==> config.mk <==
export PLATFORM = sky130hd
export DESIGN_NAME = apb3_timer_irq
export DESIGN_NICKNAME = d
export VERILOG_FILES = /design/src/rtl/apb3_timer_irq.sv
export SDC_FILE = /design/constraint.sdc
export NUM_CORES = 1
export LEC_CHECK = 0
export CAP_MARGIN = 10
export CORE_MARGIN = 4
export CORE_UTILIZATION = 55
export CTS_CLUSTER_DIAMETER = 80
export DETAILED_ROUTE_END_ITERATION = 10
export PLACE_DENSITY = 0.81
export SLEW_MARGIN = 20
export SYNTH_ARGS = -nofsm -noshare
export SYNTH_HDL_FRONTEND = slang
export SYNTH_SLANG_ARGS = --single-unit
export TNS_END_PERCENT = 20
==> constraint.sdc <==
create_clock -name clk -period 5.6 [get_ports clk]
set_input_delay 1.12 -clock clk [delete_from_list [all_inputs] [get_ports clk]]
set_output_delay 1.12 -clock clk [all_outputs]
set_load 0.01 [all_outputs]
==> src/rtl/apb3_timer_irq.sv <==
// rtl/apb3_timer_irq.sv - APB3 prescaled down-counter timer with level interrupt
module apb3_timer_irq #(
    parameter int ADDR_WIDTH = 16,
    parameter int CNT_WIDTH  = 32,
    parameter int PRE_WIDTH  = 16
) (
    input  logic                  clk,
    input  logic                  resetn,
    input  logic [ADDR_WIDTH-1:0] PADDR,
    input  logic                  PSEL,
    input  logic                  PENABLE,
    input  logic                  PWRITE,
    input  logic [31:0]           PWDATA,
    output logic [31:0]           PRDATA,
    output logic                  PREADY,
    output logic                  PSLVERROR,
    output logic                  irq
);

    localparam logic [2:0] OFF_CTRL   = 3'd0;
    localparam logic [2:0] OFF_LOAD   = 3'd1;
    localparam logic [2:0] OFF_COUNT  = 3'd2;
    localparam logic [2:0] OFF_STATUS = 3'd3;
    localparam logic [2:0] OFF_PRE    = 3'd4;

    logic                 r_enable;
    logic                 r_auto_reload;
    logic                 r_irq_en;
    logic                 r_pending;
    logic [CNT_WIDTH-1:0] r_load;
    logic [CNT_WIDTH-1:0] r_count;
    logic [PRE_WIDTH-1:0] r_prescale;
    logic [PRE_WIDTH-1:0] r_pre_cnt;

    logic [2:0]  w_offset;
    logic        w_mapped;
    logic        w_wr;
    logic        w_wr_ctrl;
    logic        w_wr_load;
    logic        w_wr_status;
    logic        w_wr_pre;
    logic        w_start;
    logic        w_tick;
    logic        w_expire;
    logic [31:0] w_rdata;
    logic        w_unused;

    assign w_offset    = PADDR[4:2];
    assign w_mapped    = (w_offset <= OFF_PRE);
    assign w_wr        = PSEL & PENABLE & PWRITE;
    assign w_wr_ctrl   = w_wr & (w_offset == OFF_CTRL);
    assign w_wr_load   = w_wr & (w_offset == OFF_LOAD);
    assign w_wr_status = w_wr & (w_offset == OFF_STATUS);
    assign w_wr_pre    = w_wr & (w_offset == OFF_PRE);

    // Only a 0->1 enable transition restarts; rewriting enable=1 leaves the count alone.
    assign w_start  = w_wr_ctrl & PWDATA[0] & ~r_enable;
    assign w_tick   = r_enable & (r_pre_cnt == r_prescale);
    assign w_expire = w_tick & (r_count == '0);

    assign w_unused = ^{PADDR[ADDR_WIDTH-1:5], PADDR[1:0], PWDATA};

    always_ff @(posedge clk or negedge resetn) begin
        if (!resetn) begin
            r_enable      <= 1'b0;
            r_auto_reload <= 1'b0;
            r_irq_en      <= 1'b0;
            r_pending     <= 1'b0;
            r_load        <= '0;
            r_count       <= '0;
            r_prescale    <= '0;
            r_pre_cnt     <= '0;
        end else begin
            if (w_start) begin
                r_pre_cnt <= '0;
            end else if (r_enable) begin
                r_pre_cnt <= w_tick ? '0 : r_pre_cnt + 1'b1;
            end

            // Reload uses the pre-edge LOAD, so a same-cycle LOAD write applies next time.
            if (w_start) begin
                r_count <= r_load;
            end else if (w_tick) begin
                if (r_count != '0) begin
                    r_count <= r_count - 1'b1;
                end else if (r_auto_reload) begin
                    r_count <= r_load;
                end
            end

            if (w_expire && !r_auto_reload) begin
                r_enable <= 1'b0;
            end
            if (w_wr_ctrl) begin
                r_enable      <= PWDATA[0];
                r_auto_reload <= PWDATA[1];
                r_irq_en      <= PWDATA[2];
            end

            if (w_wr_load) begin
                r_load <= PWDATA[CNT_WIDTH-1:0];
            end
            if (w_wr_pre) begin
                r_prescale <= PWDATA[PRE_WIDTH-1:0];
            end

            // Hardware set beats a same-cycle W1C so no expiry is ever lost.
            if (w_expire) begin
                r_pending <= 1'b1;
            end else if (w_wr_status && PWDATA[0]) begin
                r_pending <= 1'b0;
            end
        end
    end

    always_comb begin
        w_rdata = '0;
        case (w_offset)
            OFF_CTRL:   w_rdata = {29'd0, r_irq_en, r_auto_reload, r_enable};
            OFF_LOAD:   w_rdata = 32'(r_load);
            OFF_COUNT:  w_rdata = 32'(r_count);
            OFF_STATUS: w_rdata = {31'd0, r_pending};
            OFF_PRE:    w_rdata = 32'(r_prescale);
            default:    w_rdata = '0;
        endcase
    end

    assign PRDATA    = PSEL ? w_rdata : 32'd0;
    assign PREADY    = 1'b1;
    assign PSLVERROR = PSEL & PENABLE & ~w_mapped;
    assign irq       = r_pending & r_irq_en;

endmodule
==> metrics.txt <==
outcome=finished, final reports clean; clk_skew=18.0 ps; power per cell area=338 nW/µm²; fill cell count=835; dpl ws=1030 ps; Async S/R FF share, synth=100%; leading area contributor after synthesis=dfrtp_1; final layout net count=740; H-tree levels=3; Mean Syn Cell Area=9.22 µm²; yosys warns=0; post-layout instance area=6820 µm²; Yosys reg bits=100; RSZ-0062 raised after global routing=false; sequential-to-total area share from yosys stat=a little over two fifths; Max Clk Rate=218 MHz; setup_tns=0 ps; antenna violations before repair=0; Setup Crit Path Kind=in2out; final worst slack=1020 ps; final critical-path required period=4580 ps; Tcrit/Tclk final=81.8%; LEAKAGE=2.79 nW; Critical Path End Type=primary output; vias per inst=6.16; First DRT Iteration DRCs=377; placed instance area=6620 µm²; maxcap violations=0; total grt overflow=0; hold_buf cts=0; wire per inst=17.8 µm; crit path cell chain=clkdlybuf4s50_1, buf_4, nor2b_1, buf_4, nor2b_1, buf_4, a21oi_1, nor2_1, clkdlybuf4s50_1; Initial Util=56.4%; Area contributors post-synth=dfrtp_1 43%, mux2_2 9.7%, nor2_1 6.8%, a21oi_1 4.4%, a22oi_1 4.4%; DP HPWL=10500 µm; Die H=111 µm; drt drc=0; Routed WL=approximately 15000 µm; Die Footprint=12300 µm²; overall routing resource usage=24.3%; I/O Pins=88; crit path DAT=3460 ps; 1st-pass router iterations=6; HP Class=reg2reg; crit-path max FO=24; Setup Buffers After CTS=0; Clk pin slew, worst setup/hold paths=110 ps; Critical Path RT=4480 ps; share of the synthesized area in the top cell type=43.0%; clock root buffer master=clkbuf_8; worst vdd ir=0.209 mV; first-pass GRT wire length=25000 µm; worst skew pair latency=380 ps; vias=5082; Setup Viol. Count Final=0; most frequent cells in the layout=105 x nor2_1, 100 x dfrtp_1, 72 x clkdlybuf4s50_1, 51 x a21oi_1, 50 x mux2_2; worst slew pin tran=~900 ps; Cells after Synth=631; CTS Buf Count=9; Area Growth Syn to Fin=17.1%; DIE WIDTH=111 µm; post-synth cell types=59; most used cell along the critical path=buf_4; Crit-path slowest cell=clkdlybuf4s50_1; max-slew violations=0; slowest stage delay, CP=570 ps; CTS Buffer Depth=2; antenna cell count=0; Post-CTS Resized=0; # rows=37; core area=10300 µm²; Worst Setup Start Kind=primary input; Cell Area, Synth=approximately 5800 µm²; DRT antenna net count=0; gpl congestion=0.913; final hold violations=0; post-synth net total=roughly 690; fraction of layout cells with a size suffix above 1=14.1%; most common cell after layout, fill and taps aside=nor2_1; vias in the first global route=~5000; Primary FF master, synth=dfrtp_1; port bufs=73; Post-synth EDFFs=0; CTS tree=built; Slew headroom=39.9%; largest net degree at the start of global routing=68; clk sinks=100
## metal layers
layer,up-vias,global-route usage [%],share of wire [%],wire length [µm]
li1,2380,-,-,-
met1,2523,32.9,44,6440
met2,153,39.6,49,7240
met3,26,4.37,4.6,678
met4,0,8.29,2.4,350
met5,-,0,0,0
## path summary, 6_finish.rpt
path	startpoint	to	slack [ps]	cells after the start
hold reg to reg	r_pending	r_pending	550	2
setup / recovery	PADDR[3]	PRDATA[6]	1020	9
min in group asynchronous	resetn	r_prescale[0]	730	1
setup reg to reg	r_count[0]	r_count[12]	2290	9
hold / removal	r_pending	r_pending	550	2
max in group asynchronous	resetn	r_load[20]	3750	2
## area by class of cell
| type | instances | area, µm² | share of cell area (%) |
|---|---|---|---|
| clock buffers | 9 | 124 | 1.82 |
| clock inverters | 7 | 76.3 | 1.12 |
| inverters | 4 | 15.0 | 0.220 |
| multi-input cells | 485 | 3120 | 45.8 |
| flip-flops and latches | 100 | 2500 | 36.7 |
| well taps | 136 | 170 | 2.50 |
| repair buffers | 84 | 811 | 11.9 |
## state kept, by name, summed over array words and instances (netlist names)
signal / flops
r_count: 32
r_load: 32
r_pre_cnt: 16
r_prescale: 16
r_auto_reload: 1
r_enable: 1
r_irq_en: 1
r_pending: 1
## power by group
group | total [mW] | switching, mW | leakage (nW) | internal [mW]
Sequential | 0.965 | 0.132 | 1.32 | 0.834
Clock | 0.470 | 0.292 | 0.103 | 0.178
Combinational | 0.868 | 0.500 | 1.36 | 0.368
Total | 2.30 | 0.923 | 2.79 | 1.38
## synthesized netlist by cell type, types with 3 or more instances
cell and number:
nor2_1 105, dfrtp_1 100, a21oi_1 51, mux2_2 50, o21ai_0 39, a22oi_1 34, o21ai_1 26, nand2_1 25
nor3_1 21, xnor2_1 20, clkbuf_1 19, buf_2 16, nor4_1 10, xor2_1 10, nand3_1 9, and3_1 7
nor2b_1 7, buf_4 6, nand2b_1 5, nor3b_1 5, inv_1 4, mux2i_1 4, nand4_1 4, or3_1 4
a31oi_1 3, ha_1 3, o31a_1 3, or4_4 3
## through the flow
step | power, mW | utilization (%) | hold WS, ps | cells
after floorplan | 1.61 | - | 480 | 631
after global placement | 1.80 | 64.1 | 508 | 809
final | 2.30 | 66.0 | 551 | 825
after CTS | 2.31 | 66.0 | 548 | 825
after detailed placement | 1.83 | 64.1 | 519 | 809
after global routing | 2.46 | 66.0 | 561 | 825
## critical path: cells and delay by family
family,cells,cell delay [ps]
and+or+nand+nor,3,460
AOI/OAI and AO/OA,1,120
buffers and inverters,5,1770
## logic make-up (layout without fill, tap and decap cells)
family | Yosys count | in the layout | share of synthesized area [%]
other | 1 | 1 | 0.0644
flip-flops | 100 | 100 | 43.0
XOR/XNOR | 30 | 30 | 4.51
adder cells (fa/ha/maj) | 3 | 3 | 0.645
buffers and inverters | 46 | 104 | 3.70
AND/OR/NAND/NOR | 229 | 229 | 20.5
AO/OA/AOI/OAI | 168 | 168 | 17.2
multiplexers | 54 | 54 | 10.4
Power figures use the tool's default switching activity.
